### src/rtl/mac_pkg.sv
// Shared types and helpers for the MAC array engine.
package mac_pkg;

  typedef enum logic [2:0] {
    ST_IDLE  = 3'd0,
    ST_LOAD  = 3'd1,
    ST_MAC   = 3'd2,
    ST_WRITE = 3'd3,
    ST_DONE  = 3'd4
  } state_e;

  // Signed add clamped to the range of an i_w-bit two's-complement value.
  // Operands are pre-extended to 64 bits so the true sum is always visible.
  function automatic logic signed [63:0] sat_add(input logic signed [63:0] i_a,
                                                 input logic signed [63:0] i_b,
                                                 input int unsigned       i_w);
    logic signed [63:0] sum;
    logic signed [63:0] hi;
    logic signed [63:0] lo;
    sum = i_a + i_b;
    hi  = (64'sd1 <<< (i_w - 1)) - 64'sd1;
    lo  = -(64'sd1 <<< (i_w - 1));
    if (sum > hi) return hi;
    if (sum < lo) return lo;
    return sum;
  endfunction

endpackage

### src/rtl/mac_lane.sv
// One MAC lane: accumulates unsigned sample times signed coefficient,
// either wrapping or saturating at the accumulator width.
module mac_lane
  import mac_pkg::*;
#(
  parameter int unsigned X_W   = 8,
  parameter int unsigned A_W   = 14,
  parameter int unsigned ACC_W = 18
) (
  input  logic                    clk,
  input  logic                    rst,
  input  logic                    i_clr,
  input  logic                    i_en,
  input  logic                    i_sat,
  input  logic [X_W-1:0]          i_x,
  input  logic signed [A_W-1:0]   i_coef,
  output logic signed [ACC_W-1:0] o_acc
);

  localparam int unsigned P_W = X_W + A_W + 1;

  logic signed [P_W-1:0]   w_prod;
  logic signed [ACC_W-1:0] w_wrap;
  logic signed [ACC_W-1:0] w_sat;
  logic signed [ACC_W-1:0] r_acc;

  // Full-precision product; saturation must see it untruncated.
  always_comb begin
    w_prod = P_W'($signed({1'b0, i_x})) * P_W'(i_coef);
    w_wrap = r_acc + ACC_W'(w_prod);
    w_sat  = ACC_W'(sat_add(64'(r_acc), 64'(w_prod), ACC_W));
  end

  // Accumulator register: clear has priority over accumulate.
  always_ff @(posedge clk) begin
    if (rst)        r_acc <= '0;
    else if (i_clr) r_acc <= '0;
    else if (i_en)  r_acc <= i_sat ? w_sat : w_wrap;
  end

  assign o_acc = r_acc;

endmodule

### src/rtl/mac_array_engine.sv
// Loads a sample vector, runs NUM_CH parallel dot products against a
// column-addressed coefficient memory, then writes one result per lane.
module mac_array_engine
  import mac_pkg::*;
#(
  parameter int unsigned NUM_CH  = 4,
  parameter int unsigned VEC_LEN = 4,
  parameter int unsigned X_W     = 8,
  parameter int unsigned A_W     = 14,
  parameter int unsigned ACC_W   = 18,
  parameter int unsigned ADDR_W  = 8,
  localparam int unsigned CA_W   = (VEC_LEN > 1) ? $clog2(VEC_LEN) : 1
) (
  input  logic                  clk,
  input  logic                  rst,
  input  logic                  start,
  input  logic                  sat_en,
  input  logic [ADDR_W-1:0]     base_addr,
  input  logic                  x_valid,
  output logic                  x_ready,
  input  logic [X_W-1:0]        x_data,
  output logic [CA_W-1:0]       coef_addr,
  input  logic [NUM_CH*A_W-1:0] coef_data,
  output logic                  wr_en_n,
  input  logic                  wr_ry,
  output logic [ADDR_W-1:0]     wr_addr,
  output logic [ACC_W-1:0]      wr_data,
  output logic                  busy,
  output logic                  done
);

  localparam int unsigned K_W = $clog2(VEC_LEN + 1);
  localparam int unsigned L_W = (NUM_CH > 1) ? $clog2(NUM_CH) : 1;

  state_e              r_state, w_state_nx;
  logic [X_W-1:0]      r_x [VEC_LEN];
  logic [K_W-1:0]      r_k;
  logic [L_W-1:0]      r_lane;
  logic                r_sat;
  logic [ADDR_W-1:0]   r_base;

  logic                w_in_load, w_in_mac, w_in_write;
  logic                w_last_k, w_mac_end, w_last_lane, w_wr_acc;
  logic                w_clr, w_en;
  logic [K_W-1:0]      w_xi;
  logic [X_W-1:0]      w_x_sel;
  logic signed [ACC_W-1:0] w_acc [NUM_CH];

  // Decoded state and counter conditions; sample for MAC cycle k is x[k-1].
  always_comb begin
    w_in_load   = (r_state == ST_LOAD);
    w_in_mac    = (r_state == ST_MAC);
    w_in_write  = (r_state == ST_WRITE);
    w_last_k    = (r_k == K_W'(VEC_LEN - 1));
    w_mac_end   = (r_k == K_W'(VEC_LEN));
    w_last_lane = (r_lane == L_W'(NUM_CH - 1));
    w_wr_acc    = w_in_write && wr_ry;
    w_clr       = w_in_mac && (r_k == '0);
    w_en        = w_in_mac && (r_k != '0);
    w_xi        = r_k - K_W'(1);
    w_x_sel     = '0;
    for (int i = 0; i < int'(VEC_LEN); i++) begin
      if (w_xi == K_W'(i)) w_x_sel = r_x[i];
    end
  end

  // Next-state logic.
  always_comb begin
    w_state_nx = r_state;
    case (r_state)
      ST_IDLE:  if (start) w_state_nx = ST_LOAD;
      ST_LOAD:  if (x_valid && w_last_k) w_state_nx = ST_MAC;
      ST_MAC:   if (w_mac_end) w_state_nx = ST_WRITE;
      ST_WRITE: if (w_wr_acc && w_last_lane) w_state_nx = ST_DONE;
      ST_DONE:  w_state_nx = ST_IDLE;
      default:  w_state_nx = ST_IDLE;
    endcase
  end

  // State register.
  always_ff @(posedge clk) begin
    if (rst) r_state <= ST_IDLE;
    else     r_state <= w_state_nx;
  end

  // Job parameters, sample slots, cycle counter and write lane.
  always_ff @(posedge clk) begin
    if (rst) begin
      r_k    <= '0;
      r_lane <= '0;
      r_sat  <= 1'b0;
      r_base <= '0;
      for (int i = 0; i < int'(VEC_LEN); i++) r_x[i] <= '0;
    end else begin
      case (r_state)
        ST_IDLE: if (start) begin
          r_sat  <= sat_en;
          r_base <= base_addr;
          r_k    <= '0;
          r_lane <= '0;
        end
        ST_LOAD: if (x_valid) begin
          for (int i = 0; i < int'(VEC_LEN); i++) begin
            if (r_k == K_W'(i)) r_x[i] <= x_data;
          end
          r_k <= w_last_k ? '0 : r_k + K_W'(1);
        end
        ST_MAC: begin
          r_k    <= w_mac_end ? '0 : r_k + K_W'(1);
          r_lane <= '0;
        end
        ST_WRITE: if (wr_ry) r_lane <= w_last_lane ? '0 : r_lane + L_W'(1);
        default: ;
      endcase
    end
  end

  for (genvar c = 0; c < int'(NUM_CH); c++) begin : g_lane
    mac_lane #(
      .X_W   (X_W),
      .A_W   (A_W),
      .ACC_W (ACC_W)
    ) u_lane (
      .clk    (clk),
      .rst    (rst),
      .i_clr  (w_clr),
      .i_en   (w_en),
      .i_sat  (r_sat),
      .i_x    (w_x_sel),
      .i_coef (coef_data[c*A_W +: A_W]),
      .o_acc  (w_acc[c])
    );
  end

  // Outputs are gated by state so they read zero whenever idle or in reset.
  always_comb begin
    x_ready   = w_in_load;
    busy      = (r_state != ST_IDLE);
    done      = (r_state == ST_DONE);
    wr_en_n   = !w_in_write;
    coef_addr = (w_in_mac && (r_k < K_W'(VEC_LEN))) ? CA_W'(r_k) : '0;
    wr_addr   = w_in_write ? (r_base + ADDR_W'(r_lane)) : '0;
    wr_data   = '0;
    for (int c = 0; c < int'(NUM_CH); c++) begin
      if (w_in_write && (r_lane == L_W'(c))) wr_data = w_acc[c];
    end
  end

endmodule

### config.mk
export PLATFORM = sky130hd
export DESIGN_NAME = mac_array_engine
export DESIGN_NICKNAME = d
export VERILOG_FILES = /design/src/rtl/mac_pkg.sv /design/src/rtl/mac_lane.sv /design/src/rtl/mac_array_engine.sv
export SDC_FILE = /design/constraint.sdc
export NUM_CORES = 2
export LEC_CHECK = 0
export CAP_MARGIN = 20
export CORE_MARGIN = 3
export CORE_UTILIZATION = 25
export CTS_BUF_LIST = sky130_fd_sc_hd__clkbuf_16
export CTS_CLUSTER_SIZE = 14
export DETAILED_ROUTE_END_ITERATION = 10
export PLACE_DENSITY = 0.36
export SYNTH_ARGS = -nofsm -noshare
export SYNTH_HDL_FRONTEND = slang
export SYNTH_SLANG_ARGS = --single-unit
### constraint.sdc
create_clock -name clk -period 11.7 [get_ports clk]
set_input_delay 2.34 -clock clk [delete_from_list [all_inputs] [get_ports clk]]
set_output_delay 2.34 -clock clk [all_outputs]
set_load 0.01 [all_outputs]
Yosys cells after proc, flatten, opt, wreduce, memory -nomap -nowiden
Memory sizes are Yosys's and may differ from the RTL's.
Index checks and enable logic that the tools add are counted.
{ "totals": {"register_bits": 89, "mem_bits_rw": 32, "in_bits": 78, "output_inout_bits": 32, "wordCells": 165, "memories": 1} }
{ "memory_table": {"columns": ["memory", "words", "word_bits", "read_ports", "rd_ports_with_merged_regs", "wr", "line", "rtl"], "rows": [
  ["r_x", 4, 8, 4, 0, 4, "mac_array_engine.sv:36", "logic [X_W-1:0] r_x [VEC_LEN];"]
]} }
{ "classes": {"n_addsub": 12, "n_mul": 4, "order_cmp": 9, "eq_ne": 20, "muxes": 82, "n_bitwise": 4, "n_reduce_logical": 24} }
{ "ops": {"columns": ["operator", "count"], "rows": [
  ["18-bit two-way mux", 24],
  ["18-bit by 23-bit adder with 24-bit output", 4],
  ["24-bit by 18-bit greater-than comparator with 1-bit output, second input constant", 4],
  ["24-bit by 18-bit < comparator with 1-bit output, second input constant", 4],
  ["9-bit by 14-bit multiplier with 23-bit output", 4],
  ["18-bit adder", 4],
  ["8-bit two-way mux", 9],
  ["1-bit two-way mux", 34],
  ["3-bit two-way mux", 8],
  ["3-bit by 2-bit == test with 1-bit output, second input constant", 6],
  ["3-bit one-hot mux with 4 select lines", 1],
  ["3-bit nonzero test", 4],
  ["1-bit logical AND", 10],
  ["3-bit by 1-bit == test with 1-bit output, second input constant", 3],
  ["3-bit zero test", 3],
  ["3-bit one-hot mux with 3 select lines", 1],
  ["8-bit by 2-bit adder with 8-bit output", 1],
  ["2-bit two-way mux", 4],
  ["3-bit == test, second input constant", 2],
  ["2-bit by 1-bit inequality test with 1-bit output, second input constant", 3],
  ["2-bit inequality test, second input constant", 3],
  ["2-bit one-hot mux with 3 select lines", 1],
  ["3-bit AND reduction", 2],
  ["2-bit == test, second input constant", 2],
  ["11 further kinds", 14]
]} }

Logic depth before layout (Yosys ltp)
{ "depth": {"word_depth": 14, "mapped_depth": 48, "ltp_nobuf": 44} }

Cells and area by module
Synthesis repeated with hierarchy kept, for this count alone.
{ "unflattened": {"cells_unflattened": 3272, "hier_area_um2": 27209.8} }
{ "modules_own_cells": {"columns": ["module", "instances", "cells_each", "area_per_inst_um2", "seq_area_each_um2"], "rows": [
  ["mac_lane (g_lane[1].u_lane)", 1, 726, 6092.1, 360.3],
  ["mac_lane (g_lane[0].u_lane)", 1, 730, 6010.8, 360.3],
  ["mac_lane (g_lane[3].u_lane)", 1, 712, 5915.7, 360.3],
  ["mac_lane (g_lane[2].u_lane)", 1, 712, 5889.4, 360.3],
  ["mac_array_engine", 1, 392, 3301.9, 1301.2]
]} }

Worst setup path after synthesis
No wires, ideal clock.
{ "synth_timing": {"path_kind": "input to register", "from": "in coef_data[46]", "to": "reg g_lane[3].u_lane.r_acc[7]", "setup_time_ns": 0.070, "arrival_time_ns": 8.937, "required_ns": 11.630, "path_slack_ns": 2.693, "stages": 33, "path_buffers": 1, "cell_sequence": "nand2_1 fa_1 inv_1 ha_1 ha_1 inv_1 fa_1 inv_1 ha_1 fa_1 a21o_1 a21oi_1 nor2b_1 o21a_1 o41ai_1 o21bai_1 a21oi_1 o21bai_1 a21oi_1 xnor2_1 ha_1 and3_1 a221o_1 nor3_1 nand3_1 a31o_2 a41o_1 a21oi_1 xnor2_1 a41o_1 clkbuf_1 nand2_1 a21oi_1"} }
{ "synth_between": {"elab_chain_cells": 8, "word_cells_on_any_way": 12, "cone_classes": "add/sub (2); mul (1); order compare (2); mux (7)"} }
{ "synth_lines": {"columns": ["element", "line", "rtl"], "rows": [
  ["start: declaration", "mac_array_engine.sv:23", "input logic [NUM_CH*A_W-1:0] coef_data,"],
  ["9-bit by 14-bit multiplier with 23-bit output *", "mac_lane.sv:29", "w_prod = P_W'($signed({1'b0, i_x})) * P_W'(i_coef);"],
  ["18-bit by 23-bit adder with 24-bit output", "mac_pkg.sv:20", "sum = i_a + i_b;"],
  ["24-bit by 18-bit < comparator with 1-bit output", "mac_pkg.sv:24", "if (sum < lo) return lo;"],
  ["1-bit two-way mux (2 in series)", "mac_pkg.sv:24", null],
  ["18-bit two-way mux", "mac_pkg.sv:25", "return sum;"],
  ["18-bit two-way mux", "mac_pkg.sv:24", null],
  ["18-bit two-way mux *", "mac_lane.sv:38", "else if (i_en) r_acc <= i_sat ? w_sat : w_wrap;"],
  ["end signal: assignment", "mac_lane.sv:38", null],
  ["end: declaration", "mac_lane.sv:25", "logic signed [ACC_W-1:0] r_acc;"]
]} }
Every way passes the cells marked *; elsewhere a longest branch is shown, timed or not. The select of a mux whose other input is x is not followed.
A chain may end at the register's enable or synchronous reset.

Worst setup path in the final report
{ "layout_timing": {"from": "reg r_k[0]", "to": "reg g_lane[3].u_lane.r_acc[1]"} }
{ "layout_between": {"elab_chain_cells": 14, "word_cells_on_any_way": 26, "cone_classes": "add/sub (3); mul (1); order compare (2); eq/ne (3); mux (11); reduce/logical (6)"} }
{ "layout_lines": {"columns": ["element", "line", "rtl"], "rows": [
  ["start: declaration", "mac_array_engine.sv:37", "logic [K_W-1:0] r_k;"],
  ["start signal: assignment", "mac_array_engine.sv:106", "r_k <= w_last_k ? '0 : r_k + K_W'(1);"],
  ["start signal: assignment", "mac_array_engine.sv:109", "r_k <= w_mac_end ? '0 : r_k + K_W'(1);"],
  ["3-bit by 1-bit subtractor with 3-bit output", "mac_array_engine.sv:60", "w_xi = r_k - K_W'(1);"],
  ["3-bit zero test", "mac_array_engine.sv:63", "if (w_xi == K_W'(i)) w_x_sel = r_x[i];"],
  ["8-bit two-way mux (4 in series)", "mac_array_engine.sv:63", null],
  ["9-bit by 14-bit multiplier with 23-bit output", "mac_lane.sv:29", null],
  ["18-bit by 23-bit adder with 24-bit output", "mac_pkg.sv:20", null],
  ["24-bit by 18-bit < comparator with 1-bit output", "mac_pkg.sv:24", null],
  ["1-bit two-way mux (2 in series)", "mac_pkg.sv:24", null],
  ["18-bit two-way mux", "mac_pkg.sv:25", null],
  ["18-bit two-way mux", "mac_pkg.sv:24", null],
  ["18-bit two-way mux", "mac_lane.sv:38", null]
]} }
Several ways; a longest one is shown, not always the timed one. The select of a mux whose other input is x is not followed.

==> results.txt <==
Final Net Count: 4061
RSZ-0062 raised after global routing: false
Final worst slack: 1260 ps
Post-CTS setup buffer count: 0
Row count: 119
Mean Syn Cell Area: 8.14 µm²
Largest net degree at the start of global routing: 69
Setup TNS: 0 ps
Die W: 332 µm
Slowest cell on the critical path: nor2_4
Leak pwr: 15.0 nW
Setup Viol. Count Final: 0
Top-count cell post-synth: inv_1
Max Slew Vio Count: 0
Worst EP arrival: 10780 ps
Sequential area share after synthesis: 10.3%
CP Class: reg2reg
Sw frac: 54.2%
CTS Buffer Depth: 2
WL final: 80400 µm
Top post-synthesis cells by count: 621 x inv_1, 365 x fa_1, 358 x nand2_1
First-pass GRT wire length: 129000 µm
Synth Cell Area: 26600 µm²
Hold Path Stages: 2
Layout area overhead: 13.0%
Hold_buf cts: 0
Setup crit start kind: flop
Sw Pwr: 0.00385 W
Post-Place Setup Slack: 1010 ps
Post-synthesis net count: 4003
Number of fill cells: 11500
Power share of the clock group: 8.3%
Share of cells above drive strength 1: 3.17%
P_int: 0.00325 W
Status: finished, final reports clean
Async SR Flop Fraction: 0%
Max IR drop VDD: 0.0924 mV
Cell count after synthesis: 3269
Worst rel slew slack: 35.9%
DP HPWL: 66100 µm
Hold WC Path Type: reg2reg
Die height: 332 µm
Min Hold Slack: 462 ps
Total gr overflow: 0
Clock Latency Late Sink: 450 ps
Unique masters post-synth: 79
Drt first pass iters: 5
Num Clock Sinks: 121
Root Buffer: clkbuf_16
Main area contributors after synthesis: fa_1 27%, ha_1 14%, inv_1 8.8%
GP Congestion: 0.773
# port buffers: 109
PostCTS Resize Cnt: 0
Gr usage total: 14.6%
Final worst-path cycle share: 89.2%
Final Non-Filler Cells: 4733
Slew @ Worst Pin: 961 ps
Total CTS buffers: 17
F_max: 95.8 MHz
Cell area power density: 237 nW/µm²
Dominant synthesized flop cell: dfxtp_1
Max-cap violation count: 0
Vias in the first global route: 22400
Reg clk slew, reported paths: 60 ps
DIE AREA: 110000 µm²
DR iter-0 viols: 833
DR vias/cell: 4.48
Final hold violation count: 0
Initial antenna violation count: 5
Final Skew: 12.2 ps
EDFF count, synth: 32
Crit path time final: 10440 ps
R2R depth: 40
CP required: 12040 ps
Combinational share of power: 81.8%
Synth top area share: 27.5%
CTS H-tree lvls: 4
Drt drc: 0
Crit path max fanout: 22
# placed instances: 4699
CTS tree: done
Max incr delay on CP: 660 ps
Ys Warns: 0
Reg power frac: 9.9%
WL per Instance: 17.0 µm
Critical path's most frequent cell: a21oi_1
Vias: 21200
# IOs: 110
Routed Antenna Nets: 0
FF+latch count, synth: 121
Core area: 105000 µm²
Post-layout util: 28.5%
Cell taking the most area after synthesis: fa_1
Nature of the critical path endpoint: flop
Starting Density: 25.2%
==> flip-flops by register name (all words and copies together) (netlist names) <==
register             cells
g_lane.u_lane.o_acc     72
r_x                     32
r_base                   8
r_k                      3
r_state                  3
r_lane                   2
r_sat                    1
==> power by group through the flow <==
stage	sequential (W)	combinational (W)	clock, W
finish	0.000705	0.00581	0.000589
floorplan	0.000630	0.00443	0
global placement	0.000723	0.00600	0
global route	0.000720	0.00669	0.000618
CTS	0.000709	0.00597	0.000602
detailed placement	0.000718	0.00592	0
==> cells by family (layout without fill, tap and decap cells) <==
| kind of cell | count (synthesis) | in the layout | share of synthesized area (%) |
|---|---|---|---|
| AND/OR/NAND/NOR | 1005 | 1005 | 18.6 |
| buffers and inverters | 724 | 795 | 10.3 |
| adder cells (fa/ha/maj) | 656 | 656 | 41.2 |
| AO/OA/AOI/OAI | 602 | 602 | 14.3 |
| XOR/XNOR | 158 | 158 | 5.20 |
| flip-flops | 121 | 121 | 10.3 |
| multiplexers | 3 | 3 | 0.113 |
| other | 0 | 2 | 0 |
==> worst max-delay path, delay by kind of cell, from the launching register on <==
kind            cells  cell delay, ps
xor+xnor            2             320
flops               1             460
fa+ha+maj           7            3080
compound gates     15            3530
simple gates       10            1880
buf+inv             6            1040
==> cell usage in the layout (no fill, tap or decap), types with 7 or more instances in the layout <==
cell type / instances
inv_1: 623
fa_1: 365
nand2_1: 358
and2_1: 305
ha_1: 291
a21oi_1: 198
o21ai_0: 151
nor2_1: 147
xnor2_1: 115
clkdlybuf4s50_1: 109
dfxtp_1: 89
a21o_1: 52
nor3_1: 43
xor2_1: 42
nand3_1: 34
edfxtp_1: 32
nand2b_1: 27
o21a_1: 27
buf_4: 27
a22oi_1: 22
o21bai_1: 21
nor2b_1: 19
a211oi_1: 18
clkbuf_16: 17
a31oi_1: 16
or3_1: 13
o211ai_1: 13
and3_1: 9
nand4_1: 9
a31o_2: 9
nand3b_1: 9
nor2_4: 8
a21boi_0: 8
o2111ai_1: 7
==> routing by layer <==
| metal | vias to the layer above | track usage, % | wire length (µm) |
|---|---|---|---|
| li1 | 10500 | - | - |
| met1 | 10500 | 18.8 | 36100 |
| met2 | 183 | 27.2 | 42200 |
| met3 | 45 | 1.14 | 1330 |
| met4 | 0 | 1.95 | 672 |
| met5 | - | 0 | 0 |
==> worst paths after layout <==
path / from / endpoint / slack [ps]
worst max register to register: r_k[0] / g_lane[3].u_lane.o_acc[1] / 1260
worst max-delay path: r_k[0] / g_lane[3].u_lane.o_acc[1] / 1260
worst min-delay path: r_base[0] / r_base[0] / 460
worst min register to register: r_base[0] / r_base[0] / 460
==> area by class of cell <==
type,count,area (µm²),area share [%]
clock inverters,15,209,0.695
inverters,622,2330,7.77
diodes,2,5.00,0.0167
well taps,1391,1740,5.79
repair buffers,141,1390,4.64
clock buffers,17,425,1.42
multi-input cells,2424,21200,70.5
flip-flops and latches,121,2740,9.13
==> stage by stage <==
stage                     instance area (µm²)  power, W
after detailed placement                29400   0.00664
final                                   30000   0.00711
after global placement                  29400   0.00672
after global routing                    30000   0.00803
after floorplan                         26600   0.00506
after CTS                               30000   0.00728
(Power assumes the default switching activity.)
